===== src/rtl/parking_pkg.sv =====
// ---------------------------------------------------------------------------
// parking_pkg
// Constants shared by the parking-gate traffic emulator and the gate decoder
// it drives.
//   - FSM state encodings (3 bits)
//   - direction codes for a car movement
//   - two-bit photo-sensor patterns, bit1 = outer sensor a, bit0 = inner b
//   - helpers that map an emulator state to its sensor pattern
// ---------------------------------------------------------------------------
package parking_pkg;

    typedef logic [2:0] state_t;

    localparam state_t ST_IDLE  = 3'd0;
    localparam state_t ST_LEAD  = 3'd1;
    localparam state_t ST_BOTH  = 3'd2;
    localparam state_t ST_TRAIL = 3'd3;
    localparam state_t ST_CLEAR = 3'd4;

    localparam logic DIR_ENTER = 1'b0;
    localparam logic DIR_EXIT  = 1'b1;

    localparam logic [1:0] SNS_NONE = 2'b00;
    localparam logic [1:0] SNS_A    = 2'b10;
    localparam logic [1:0] SNS_B    = 2'b01;
    localparam logic [1:0] SNS_AB   = 2'b11;

    // A car entering breaks the outer beam first and leaves through the inner
    // one; an exiting car does the mirror image. IDLE and CLEAR are both dark.
    function automatic logic [1:0] sensorPattern(input state_t state, input logic dir);
        logic [1:0] pattern;
        pattern = SNS_NONE;
        case (state)
            ST_LEAD:  pattern = (dir == DIR_EXIT) ? SNS_B : SNS_A;
            ST_BOTH:  pattern = SNS_AB;
            ST_TRAIL: pattern = (dir == DIR_EXIT) ? SNS_A : SNS_B;
            default:  pattern = SNS_NONE;
        endcase
        return pattern;
    endfunction

    // The three timed states in which a car is physically under the sensors.
    function automatic logic isPhaseState(input state_t state);
        return (state == ST_LEAD) || (state == ST_BOTH) || (state == ST_TRAIL);
    endfunction

endpackage


===== src/rtl/parking_gate_emulator_phase_timer.sv =====
// ---------------------------------------------------------------------------
// phase_timer
// Down-counter that measures how long one sensor phase is held.
// Ports:
//   clk       in  system clock, rising edge
//   reset_n   in  asynchronous active-low reset
//   load_i    in  reload the counter for a fresh phase (wins over tick_i)
//   tick_i    in  count one cycle of the current phase
//   expire_o  out high during the last cycle of the phase
// ---------------------------------------------------------------------------
module phase_timer #(
    parameter int PHASE_CYCLES = 16
) (
    input  logic clk,
    input  logic reset_n,
    input  logic load_i,
    input  logic tick_i,
    output logic expire_o
);

    // A one-cycle phase still needs a one-bit counter to hold the value zero.
    localparam int TW = (PHASE_CYCLES > 1) ? $clog2(PHASE_CYCLES) : 1;
    localparam logic [TW-1:0] RELOAD = TW'(PHASE_CYCLES - 1);

    logic [TW-1:0] count_q;
    logic [TW-1:0] count_d;

    // The counter is loaded with PHASE_CYCLES-1 on the edge that enters a
    // phase, so reaching zero marks the final cycle. It parks at zero rather
    // than wrapping, because outside a phase its value is never consulted.
    always_comb begin
        count_d = count_q;
        if (load_i) begin
            count_d = RELOAD;
        end else if (tick_i && (count_q != '0)) begin
            count_d = count_q - 1'b1;
        end
    end

    // Plain state register for the counter.
    always_ff @(posedge clk or negedge reset_n) begin
        if (!reset_n) begin
            count_q <= '0;
        end else begin
            count_q <= count_d;
        end
    end

    assign expire_o = (count_q == '0);

endmodule


===== src/rtl/parking_gate_emulator.sv =====
// ---------------------------------------------------------------------------
// parking_gate_emulator
// Drives the two photo-sensor lines of a parking gate through the sequence
// of one car entering or leaving, per accepted command, and keeps a
// saturating count of cars in the lot.
// Ports:
//   clk        in   system clock, rising edge
//   reset_n    in   asynchronous active-low reset
//   start      in   request one car movement (taken only while ready)
//   dir        in   0 = enter, 1 = exit, sampled with start
//   abort      in   cancel the car currently under the sensors
//   a, b       out  registered outer / inner sensor lines
//   ready      out  a new start is accepted this cycle
//   done       out  one-cycle pulse when a movement completes
//   reject     out  one-cycle pulse when a start is refused
//   occupancy  out  cars currently in the lot
//   full       out  occupancy == CAPACITY
//   empty      out  occupancy == 0
// ---------------------------------------------------------------------------
module parking_gate_emulator
    import parking_pkg::*;
#(
    parameter  int PHASE_CYCLES = 16,
    parameter  int CAPACITY     = 8,
    localparam int CW           = $clog2(CAPACITY + 1)
) (
    input  logic          clk,
    input  logic          reset_n,
    input  logic          start,
    input  logic          dir,
    input  logic          abort,
    output logic          a,
    output logic          b,
    output logic          ready,
    output logic          done,
    output logic          reject,
    output logic [CW-1:0] occupancy,
    output logic          full,
    output logic          empty
);

    localparam logic [CW-1:0] CAP_VAL = CW'(CAPACITY);

    state_t        state_q;
    state_t        state_d;
    logic          dirLatch_q;
    logic          dirLatch_d;
    logic [CW-1:0] occupancy_q;
    logic [CW-1:0] occupancy_d;
    logic          a_q;
    logic          b_q;
    logic          done_q;
    logic          reject_q;
    logic [1:0]    sns_d;
    logic          done_d;
    logic          reject_d;

    logic          phaseExpire;
    logic          timerLoad;
    logic          timerTick;
    logic          startSeen;
    logic          startLegal;
    logic          accept;

    phase_timer #(
        .PHASE_CYCLES (PHASE_CYCLES)
    ) uPhaseTimer (
        .clk      (clk),
        .reset_n  (reset_n),
        .load_i   (timerLoad),
        .tick_i   (timerTick),
        .expire_o (phaseExpire)
    );

    assign ready = (state_q == ST_IDLE) || (state_q == ST_CLEAR);

    // The occupancy changes on the edge that leaves CLEAR, using the direction
    // latched for the car that just finished. The clamp guards against any
    // count outside 0..CAPACITY even though the legality check below should
    // already prevent it.
    always_comb begin
        occupancy_d = occupancy_q;
        if (state_q == ST_CLEAR) begin
            if (dirLatch_q == DIR_ENTER) begin
                if (occupancy_q != CAP_VAL) begin
                    occupancy_d = occupancy_q + 1'b1;
                end
            end else begin
                if (occupancy_q != '0) begin
                    occupancy_d = occupancy_q - 1'b1;
                end
            end
        end
    end

    // A start is judged against the count that will hold once the current
    // car (if any) is booked. In CLEAR that is the updated value, so a car
    // queued back-to-back can never push the lot past full or below empty.
    // abort outranks start: a start seen together with abort is silently
    // dropped and neither accepted nor rejected.
    always_comb begin
        startSeen  = start && ready && !abort;
        startLegal = (dir == DIR_ENTER) ? (occupancy_d != CAP_VAL) : (occupancy_d != '0);
        accept     = startSeen && startLegal;
    end

    // State register together with the direction latch and the lot count.
    always_ff @(posedge clk or negedge reset_n) begin
        if (!reset_n) begin
            state_q     <= ST_IDLE;
            dirLatch_q  <= DIR_ENTER;
            occupancy_q <= '0;
        end else begin
            state_q     <= state_d;
            dirLatch_q  <= dirLatch_d;
            occupancy_q <= occupancy_d;
        end
    end

    // Next-state logic. Each timed phase moves on when the phase timer
    // expires; abort during a timed phase drops straight back to IDLE without
    // booking the car. CLEAR lasts one cycle and either chains directly into
    // the next car or returns to IDLE.
    always_comb begin
        state_d    = state_q;
        dirLatch_d = dirLatch_q;
        case (state_q)
            ST_IDLE: begin
                if (accept) begin
                    state_d    = ST_LEAD;
                    dirLatch_d = dir;
                end
            end
            ST_LEAD: begin
                if (abort) begin
                    state_d = ST_IDLE;
                end else if (phaseExpire) begin
                    state_d = ST_BOTH;
                end
            end
            ST_BOTH: begin
                if (abort) begin
                    state_d = ST_IDLE;
                end else if (phaseExpire) begin
                    state_d = ST_TRAIL;
                end
            end
            ST_TRAIL: begin
                if (abort) begin
                    state_d = ST_IDLE;
                end else if (phaseExpire) begin
                    state_d = ST_CLEAR;
                end
            end
            ST_CLEAR: begin
                if (accept) begin
                    state_d    = ST_LEAD;
                    dirLatch_d = dir;
                end else begin
                    state_d = ST_IDLE;
                end
            end
            default: begin
                state_d = ST_IDLE;
            end
        endcase
    end

    // Output decode works from the upcoming state so that the registered a/b,
    // done and reject line up with the state register. The timer is reloaded
    // whenever a timed phase is entered and counts while one is active.
    always_comb begin
        sns_d     = sensorPattern(state_d, dirLatch_d);
        done_d    = (state_d == ST_CLEAR);
        reject_d  = startSeen && !startLegal;
        timerLoad = isPhaseState(state_d) && (state_d != state_q);
        timerTick = isPhaseState(state_q);
    end

    // Output registers; reset clears the sensor lines immediately.
    always_ff @(posedge clk or negedge reset_n) begin
        if (!reset_n) begin
            a_q      <= 1'b0;
            b_q      <= 1'b0;
            done_q   <= 1'b0;
            reject_q <= 1'b0;
        end else begin
            a_q      <= sns_d[1];
            b_q      <= sns_d[0];
            done_q   <= done_d;
            reject_q <= reject_d;
        end
    end

    assign a         = a_q;
    assign b         = b_q;
    assign done      = done_q;
    assign reject    = reject_q;
    assign occupancy = occupancy_q;
    assign full      = (occupancy_q == CAP_VAL);
    assign empty     = (occupancy_q == '0);

endmodule

===== config.mk =====
export PLATFORM = sky130hd
export DESIGN_NAME = parking_gate_emulator
export DESIGN_NICKNAME = d
export VERILOG_FILES = /design/src/rtl/parking_pkg.sv /design/src/rtl/parking_gate_emulator_phase_timer.sv /design/src/rtl/parking_gate_emulator.sv
export SDC_FILE = /design/constraint.sdc
export NUM_CORES = 1
export LEC_CHECK = 0
export CAP_MARGIN = 20
export CORE_ASPECT_RATIO = 1.25
export CORE_MARGIN = 2
export CORE_UTILIZATION = 25
export CTS_CLUSTER_DIAMETER = 120
export DETAILED_ROUTE_END_ITERATION = 7
export GPL_TIMING_DRIVEN = 0
export HOLD_SLACK_MARGIN = 0.03
export MAX_ROUTING_LAYER = met4
export PLACE_DENSITY = 0.52
export RECOVER_POWER = 100
export SYNTH_ARGS = -nofsm -noshare
export SYNTH_HDL_FRONTEND = slang
export SYNTH_SLANG_ARGS = --single-unit

===== constraint.sdc =====
create_clock -name clk -period 3.1 [get_ports clk]
set_input_delay 0.62 -clock clk [delete_from_list [all_inputs] [get_ports clk]]
set_output_delay 0.62 -clock clk [all_outputs]
set_load 0.1 [all_outputs]

=== Yosys cells after proc, flatten, opt, wreduce, memory -nomap -nowiden ===
Index checks and enable logic that the tools add are counted.

* $add $sub $neg: 3
* Equality and inequality tests: 12
* Multiplexer cells: 21
* Reductions and logical operators: 21

{| class="wikitable"
|+ Operators with widths
! kind !! number
|-
| 2-to-1 mux 4 bit || 6
|-
| 2-to-1 mux 3 bit || 7
|-
| case mux 3 bit (5 select lines) || 1
|-
| == test 3 x 2 -> 1 bit, second input constant || 4
|-
| nonzero test 4 bit || 3
|-
| zero test 4 bit || 2
|-
| inequality test 4 bit, second input constant || 2
|-
| subtractor 4 x 1 -> 4 bit, second input constant || 2
|-
| == test 3 x 1 -> 1 bit, second input constant || 2
|-
| == test 3 bit, second input constant || 2
|-
| logical AND 1 bit || 6
|-
| case mux 2 bit (3 select lines) || 1
|-
| logical OR 1 bit || 5
|-
| adder 4 x 1 -> 4 bit, second input constant || 1
|-
| == test 4 bit, second input constant || 1
|-
| 2-to-1 mux 1 bit || 4
|-
| 2-to-1 mux 2 bit || 2
|-
| zero test 3 bit || 1
|-
| inequality test 3 bit || 1
|-
| zero test 1 bit || 2
|-
| nonzero test 2 bit || 1
|-
| OR reduction 2 bit || 1
|}

* Register bits: 16
* Bits of input ports: 5
* Output and inout port bits: 11

=== Logic depth before layout (Yosys ltp) ===
* Word-level depth: 14
* Gate-level depth with buffers: 9
* Mapped depth without buffers: 9

=== By module ===
Synthesis repeated with hierarchy kept, for this count alone.

* Cell total of the unflattened synthesis: 110
* Area, all modules: 1,081.0 µm²

{| class="wikitable"
|+ Modules (own cells, without submodules)
! module !! times used !! cells each !! area an instance (µm²) !! sequential area each (µm²)
|-
| parking_gate_emulator || 1 || 89 || 862.1 || 300.3
|-
| phase_timer || 1 || 21 || 219.0 || 100.1
|}

=== Worst setup path after synthesis ===
Ideal clock, no wire load.

* Kind: reg2reg
* Start: register state_q[0]
* End: register uPhaseTimer.count_q[0]
* Library setup time: 0.132 ns
* Data arrival time: 3.009 ns
* Required time: 2.968 ns
* Setup slack: -0.041 ns
* Cell stages (with the launch flop): 9
* Clock period less this slack: 3.141 ns
* Cell sequence: dfrtp_1 -> buf_2 -> nor2_1 -> a32o_1 -> mux2_4 -> xor2_1 -> a21oi_2 -> o22ai_1 -> nand2_1

* Word-level cells in the longest chain between the ends: 12

{| class="wikitable"
|+ Ends and longest elaborated chain
! item !! RTL line !! text
|-
| start, declared || parking_gate_emulator.sv:44 || <nowiki>state_t state_q;</nowiki>
|-
| start signal, assigned || parking_gate_emulator.sv:114 || <nowiki>state_q <= state_d;</nowiki>
|-
| == test 3 bit / zero test 3 bit (equally long branches) || parking_gate_emulator.sv:75 || <nowiki>assign ready = (state_q == ST_IDLE) || (state_q == ST_CLEAR);</nowiki>
|-
| logical OR 1 bit * || parking_gate_emulator.sv:75 ||
|-
| net ready || parking_gate_emulator.sv:34 || <nowiki>output logic ready,</nowiki>
|-
| logical AND 1 bit * (2 in series) || parking_gate_emulator.sv:102 || <nowiki>startSeen = start && ready && !abort;</nowiki>
|-
| logical AND 1 bit * || parking_gate_emulator.sv:104 || <nowiki>accept = startSeen && startLegal;</nowiki>
|-
| 2-to-1 mux 1 bit / 2-to-1 mux 3 bit (equally long branches) || parking_gate_emulator.sv:156, parking_gate_emulator.sv:129 ||
|-
| case mux 3 bit (5 select lines) * || parking_gate_emulator.sv:127 || <nowiki>case (state_q)</nowiki>
|-
| == test 3 x 1 -> 1 bit / == test 3 x 2 -> 1 bit (equally long branches) || parking_pkg.sv:44 || <nowiki>return (state == ST_LEAD) || (state == ST_BOTH) || (state == ST_TRAIL);</nowiki>
|-
| logical OR 1 bit (2 in series) || parking_pkg.sv:44 ||
|-
| logical AND 1 bit * || parking_gate_emulator.sv:176 || <nowiki>timerLoad = isPhaseState(state_d) && (state_d != state_q);</nowiki>
|-
| 2-to-1 mux 4 bit / nonzero test 2 bit (equally long branches) || -- ||
|-
| end signal, assigned || parking_gate_emulator_phase_timer.sv:45 || <nowiki>count_q <= count_d;</nowiki>
|-
| end, declared || parking_gate_emulator_phase_timer.sv:25 || <nowiki>logic [TW-1:0] count_q;</nowiki>
|}

The timed path passes the listed nets; every way through them passes the cells marked *.
A chain may end at the register's enable or synchronous reset.

=== Worst setup path in the final report ===
* Start: register occupancy_q[1], in the netlist occupancy[1]
* End: output empty

* Word-level cells in the longest chain between the ends: 1

{| class="wikitable"
|+ Ends and longest elaborated chain
! item !! RTL line !! text
|-
| start, declared || parking_gate_emulator.sv:48 || <nowiki>logic [CW-1:0] occupancy_q;</nowiki>
|-
| start signal, assigned || parking_gate_emulator.sv:116 || <nowiki>occupancy_q <= occupancy_d;</nowiki>
|-
| zero test 4 bit || parking_gate_emulator.sv:201 || <nowiki>assign empty = (occupancy_q == '0);</nowiki>
|-
| end, declared || parking_gate_emulator.sv:39 || <nowiki>output logic empty</nowiki>
|}

Every way passes these cells.

==> implementation parameters <==
Parameter                              Value

Synthesis
  Fraction of synthesized cell area taken by the top area cell type ... 39.41%
  Post-synth design cell area ... 1016 sq um
  Post-synth top cells ... sky130_fd_sc_hd__dfrtp_1 (16), sky130_fd_sc_hd__nand2_1 (10), sky130_fd_sc_hd__inv_1 (7), sky130_fd_sc_hd__nor2_1 (7), sky130_fd_sc_hd__nor3_1 (6)
  Share of the yosys chip area belonging to registers ... 39.41%
  Post-synth top area cell ... sky130_fd_sc_hd__dfrtp_1
  Post-synth net total ... 109
  Post-synth EDFFs ... 0
  Number of distinct library cells after synthesis ... 41
  Mean post-synth cell area ... 10.06 sq um
  Dominant register cell in the synthesized netlist ... sky130_fd_sc_hd__dfrtp_1
  Largest cells by area after synthesis ... sky130_fd_sc_hd__dfrtp_1 (39%), sky130_fd_sc_hd__xnor2_1 (4.3%), sky130_fd_sc_hd__ha_1 (3.7%)
  Most instantiated library cell after synthesis ... sky130_fd_sc_hd__dfrtp_1
  Share of synthesized registers carrying an async set or reset ... 100.0%
  Synthesis-stage register bit count ... 16
  Yosys synthesis warning count ... 0
  Synthesized instance count ... 101

Timing
  Final hold violations ... 0
  Slew of the pin with the lowest slew margin ... 1.168 ns
  Number of max-slew violations in the final report ... 0
  Worst slew margin relative to its limit ... 22.46%
  Total Neg Setup Slack ... 0 ns
  Share of the clock period used by the worst path after layout ... 96.17%
  Min cycle time layout ... 2.981 ns
  Clock tree skew after final layout ... 0.001855 ns
  # setup viols final ... 0
  RSZ-0062 raised after global routing ... no
  Post-route worst setup slack ... 0.1187 ns
  Achievable clock frequency ... 0.3354 GHz

CTS
  Maximum number of buffers from clock root to sink ... 2
  Hold buffer count at CTS ... 0
  H-tree level count ... 1
  Clock slew at reported path FFs ... 0.06 ns
  CTS sink cnt ... 16
  Clock latency on the worst-skew pair ... 0.24 ns
  Root Buffer ... sky130_fd_sc_hd__clkbuf_8
  Number of CTS-inserted buffers ... 3
  Clock tree from TritonCTS ... done

Global routing
  Gr usage total ... 11.27%
  Global-route wire length before repair ... 3829 um
  Remaining global-route overflow ... 0
  Number of global-route vias before repair ... 833
  Number of antenna violations at the first check in global routing ... 0
  Maximum number of pins on one net before global-route repair ... 17

Placement
  Placed cell areas ... 1239 sq um
  Number of buffers added on ports ... 15
  Place WS ... 0.1058 ns
  Placed wire-length estimate ... 1590 um
  Final GP Congestion ... 0.7953
  Placed cell count ... 170

Floorplanning
  Core outline area ... 3847 sq um
  Standard-cell rows ... 25
  I/O Pins ... 16
  Starting density of the core ... 26.41%
  Horiz. Die Dim ... 61.02 um
  Die Footprint ... 4593 sq um
  Height of the die ... 75.28 um

Finish
  Number of filler cells placed in the layout ... 410
  Non-filler instance count after layout ... 173
  Ant diodes ... 0
  Design area ... 1237 sq um
  Share of post-route cells with drive strength above 1 ... 11.76%
  Layout Nets ... 129
  Area Overhead vs Synth ... 21.80%

Setup path
  Req. time, crit path ... 2.48 ns
  Crit path max fanout ... 7
  Depth of the most critical reg-to-reg path ... 9
  Category of the most critical setup path ... flop to output pin
  Startpoint of the most critical setup path ... occupancy[1]
  Arrival time of data at the critical path endpoint ... 2.36 ns
  Reg-to-Reg Start ... occupancy[1]
  Worst Setup Start Kind ... flop
  Critical Path End Type ... output pin

Route
  Remaining DRCs ... 0
  Routed vias ... 832
  Iteration count of the initial detailed-routing pass ... 4
  Final antenna-violating net count ... 0
  Per-cell via count in the routed design ... 4.809
  Average detailed-routed wire length per instance ... 12.09 um
  DRC marker count from the first detailed-route iteration ... 48
  Wire length after detailed routing ... 2092 um

Hold path
  Startpoint of the tightest hold check path ... uPhaseTimer.count_q[3]
  Type of the worst min-delay path ... flop to flop
  Hold-critical path depth ... 2

Pwr
  Leakage power ... 0.5124 nW
  Pwr per Cell Area ... 394.2 nW/um^2
  Max IR drop VDD ... 0.2435 mV

Status
  Status ... finished clean

Run
  Max-Cap Viols ... 0
[routing by layer]
| layer | part of all wire [%] | routed length (um) | GRT usage (%) | vias up |
|---|---|---|---|---|
| met2 | 48 | 1012 | 17.61 | 29 |
| li1 | - | - | - | 395 |
| met3 | 4.8 | 101 | 1.718 | 4 |
| met4 | 1.1 | 23 | 4.348 | 0 |
| met1 | 46 | 954 | 14.53 | 404 |
| met5 | 0 | 0 | - | - |
[power breakdown]
group | switching [W] | total [W] | internal (W)
Sequential | 0.0000140 | 0.000241 | 0.000227
Combinational | 0.0000596 | 0.0000951 | 0.0000355
Clock | 0.0000654 | 0.000151 | 0.0000859
Total | 0.000139 | 0.000488 | 0.000349
[flip-flops by register name, indices dropped and copies added (netlist names)]
signal,cells
a,1
b,1
dirLatch_q,1
done,1
occupancy,4
reject,1
state_q,3
uPhaseTimer.count_q,4
[per-stage QoR]
step                power [W]  util, %  hold slack, ns
floorplan           0.0003154        -          0.3244
global placement    0.0003410    32.20          0.5351
detailed placement  0.0003432    32.20          0.5358
CTS                 0.0004969    33.24          0.5604
global route        0.0005168    32.16          0.5741
finish              0.0004879    32.16          0.5530
[layout make-up]
cell class / instances / area (sq um) / share of cell area [%]
Buffer: 3 / 23.77 / 1.921
Clock buffer: 3 / 41.29 / 3.337
Inverter: 7 / 26.28 / 2.123
Multi-Input combinational cell: 75 / 540.5 / 43.68
Sequential cell: 16 / 400.4 / 32.36
Tap cell: 54 / 67.56 / 5.460
Timing Repair Buffer: 15 / 137.6 / 11.12
[layout by cell type, fill, tap and decap left out, types with 3 or more instances in the layout]
cell type	synthesis	routed
sky130_fd_sc_hd__clkbuf_8	0	3
sky130_fd_sc_hd__nor2_1	7	5
sky130_fd_sc_hd__dfrtp_1	16	16
sky130_fd_sc_hd__dlygate4sd3_1	0	10
sky130_fd_sc_hd__nand2_1	10	10
sky130_fd_sc_hd__o21ai_0	3	3
sky130_fd_sc_hd__nor3b_1	4	5
sky130_fd_sc_hd__xor2_1	4	4
sky130_fd_sc_hd__clkdlybuf4s50_1	0	3
sky130_fd_sc_hd__inv_1	7	7
sky130_fd_sc_hd__xnor2_1	5	5
sky130_fd_sc_hd__ha_1	3	3
sky130_fd_sc_hd__nor3_1	6	6
[timing repair]
| action | 4_1_cts | 5_1_grt |
|---|---|---|
| setup endpoints to repair | 1 | 1 |
| gates resized for setup | 1 | 1 |
| buffers inserted | 0 | 0 |
| cloned | 0 | 0 |
[path summary, 6_finish.rpt]
check / end / slack, ns
min: uPhaseTimer.count_q[3] / 0.55
max reg2reg: a / 0.35
max: empty / 0.12
max in group asynchronous: occupancy[3] / 1.77
min reg2reg: uPhaseTimer.count_q[3] / 0.55
min in group asynchronous: uPhaseTimer.count_q[3] / 0.87
[cell families after synthesis]
group,count (synthesis),synth area share (%)
AND/OR/NAND/NOR,43,26.36
adder cells (fa/ha/maj),3,3.695
buffers and inverters,10,4.926
XOR/XNOR,9,7.758
multiplexers,2,2.586
AO/OA/AOI/OAI,18,15.27
flip-flops,16,39.41
[critical path, cell delays in order (launching register included)]
cell and delay, ns:
sky130_fd_sc_hd__dfrtp_1 0.45, sky130_fd_sc_hd__inv_1 0.09, sky130_fd_sc_hd__ha_1 0.26, sky130_fd_sc_hd__or3b_1 0.39, sky130_fd_sc_hd__inv_1 0.07, sky130_fd_sc_hd__clkbuf_1 0.86
Note: power is estimated with default switching activity, not from simulation.
==> RTL edit, RTL diff (same flow settings) <==
`CAPACITY`: 8 -> 4.
--- a/src/rtl/parking_gate_emulator.sv
+++ b/src/rtl/parking_gate_emulator.sv
@@ -22,5 +22,5 @@
 #(
     parameter  int PHASE_CYCLES = 16,
-    parameter  int CAPACITY     = 8,
+    parameter  int CAPACITY     = 4,
     localparam int CW           = $clog2(CAPACITY + 1)
 ) (
Ports: changed (resized occupancy); port bits go from 16 to 15. The function was not compared with the original's and may differ.
==> RTL edit against the original RTL <==
Global-route usage shrank 0.34 points. Sequential power is essentially flat. Fmax grew 1.8%. Final area grew 3.0%. Largest cell class unchanged. Area after synthesis grew 3.0%. Die area grew 2.8%. Sequential cell count shrank 1. Wire length grew 8.2%. Setup slack gained 0.052 ns. Power grew 17%.
==> RTL edit: results (changes against the original RTL) <==
stage,metric,value,unit,change
run_status,status,completed,,
final_layout,nets,138,,+7.0%
yosys,synthArstFlopShare,100,%,unchanged
setup_path,crit_fanout,10,,+3
timing,skew,0.00418,ns,+0.00232 ns
grt,grt_max_degree,16,,-1
place,dp.cells,180,,+5.9%
timing,tightest_slew,1.16,ns,-0.0129 ns
yosys,synth_common_cells,"15 x dfrtp_1, 10 x nand2_1, 7 x inv_1",,
grt,track_usage,10.9,%,-0.34 points
grt,grt_pass1_vias,871,,+4.6%
drt,wl_per_cell,12.3,microns,+1.8%
drt,m1WireLength,1040,microns,+9.1%
yosys,yosys-top-cells-area,"dfrtp_1 36%, ha_1 4.8%, mux2i_1 4.8%",,
final_layout,fillCellCount,448,,+9.3%
place,port-buffer-count,14,,-1
yosys,synth-xor-area-share,7.54,%,-0.22 points
drt,wl_met3,78,microns,-23%
clock_network,cts_repair_resize_count,2,,+1
pwr,leakage,0.538,nW,+5.0%
yosys,muxShareOfSynthArea,4.78,%,+2.2 points
final_layout,finalNonFillerCells,184,,+6.4%
drt,met2RoutedLength,1130,microns,+12%
hold_path,hold_path.class,flop to flop,,
place,gp_congestion,0.810,,+1.8%
final_layout,drive_gt1_share,9.38,%,-2.4 points
grt,grt_pass1_wl,3880,microns,+1.3%
yosys,syn-num-nets,119,,+9.2%
yosys,synthCells,110,,+8.9%
setup_path,cp_data_arrival_time,2.31,ns,-0.05 ns
clock_network,cts-root-buf,clkbuf_8,,
yosys,synth-seq-area-share,35.9,%,-3.5 points
yosys,synth_cell_types,40,,-2.4%
place,dp_hpwl,1740,microns,+9.6%
yosys,synth_compound_gate_area_share,12.1,%,-3.2 points
RTL edit: power breakdown:
| part | total, W | switching, W | internal (W) |
|---|---|---|---|
| Combinational | 0.000168 | 0.000110 | 0.0000583 |
| Sequential | 0.000241 | 0.0000212 | 0.000220 |
| Clock | 0.000160 | 0.0000714 | 0.0000889 |
RTL edit: critical path, cell delays in order (launching register included):
cell and delay, ns:
dfrtp_1 0.47, inv_1 0.20, ha_1 0.19, buf_2 0.19, nand2_1 0.10, inv_1 0.06
clkbuf_1 0.85
RTL edit: metal layers:
layer,vias to the layer above,track usage [%]
li1,426,-
met1,422,14.1
met2,12,16.8
met3,2,2.04
met4,0,3.83
met5,-,-
RTL edit: kinds of logic after synthesis:
family          count (synthesis)
fa+ha+maj                       4
mux                             5
compound gates                 17
xor+xnor                        9
simple gates                   48
flops                          15
buf+inv                        12
RTL edit: stage by stage:
step | utilization [%] | setup WS [ns] | hold slack (ns) | instance area (sq um)
4_1_cts | 32.0 | 0.168 | 0.546 | 1300
6_report | 31.4 | 0.170 | 0.531 | 1270
3_5_place_dp | 30.9 | 0.187 | 0.530 | 1260
5_1_grt | 31.4 | 0.0323 | 0.567 | 1270
2_1_floorplan | - | 0.0584 | 0.324 | 1050
3_3_place_gp | 30.9 | 0.171 | 0.525 | 1260
RTL edit: path summary, 6_finish.rpt:
kind | startpoint | end | slack [ns] | cells after the start
worst min-delay path | uPhaseTimer.count_q[3]$_DFFE_PN0P_ | uPhaseTimer.count_q[3]$_DFFE_PN0P_ | 0.53 | 2
max in group asynchronous | reset_n | dirLatch_q$_DFF_PN0_ | 1.78 | 1
worst min register to register | uPhaseTimer.count_q[3]$_DFFE_PN0P_ | uPhaseTimer.count_q[3]$_DFFE_PN0P_ | 0.53 | 2
worst max register to register | occupancy[0]$_DFF_PN0_ | uPhaseTimer.count_q[0]$_DFFE_PN0P_ | 0.38 | 9
worst max-delay path | occupancy[0]$_DFF_PN0_ | empty | 0.17 | 6
min in group asynchronous | reset_n | uPhaseTimer.count_q[3]$_DFFE_PN0P_ | 0.86 | 1
RTL edit: cell type report:
class | instances | area (sq um) | share of cell area (%)
buffer | 5 | 32.5 | 2.55
clock buffer | 3 | 41.3 | 3.24
clock inverter | 1 | 5.00 | 0.393
inverter | 7 | 26.3 | 2.06
multi-input combinational | 83 | 597 | 46.8
sequential | 15 | 375 | 29.4
tap | 56 | 70.1 | 5.50
timing repair buffer | 14 | 128 | 10.0
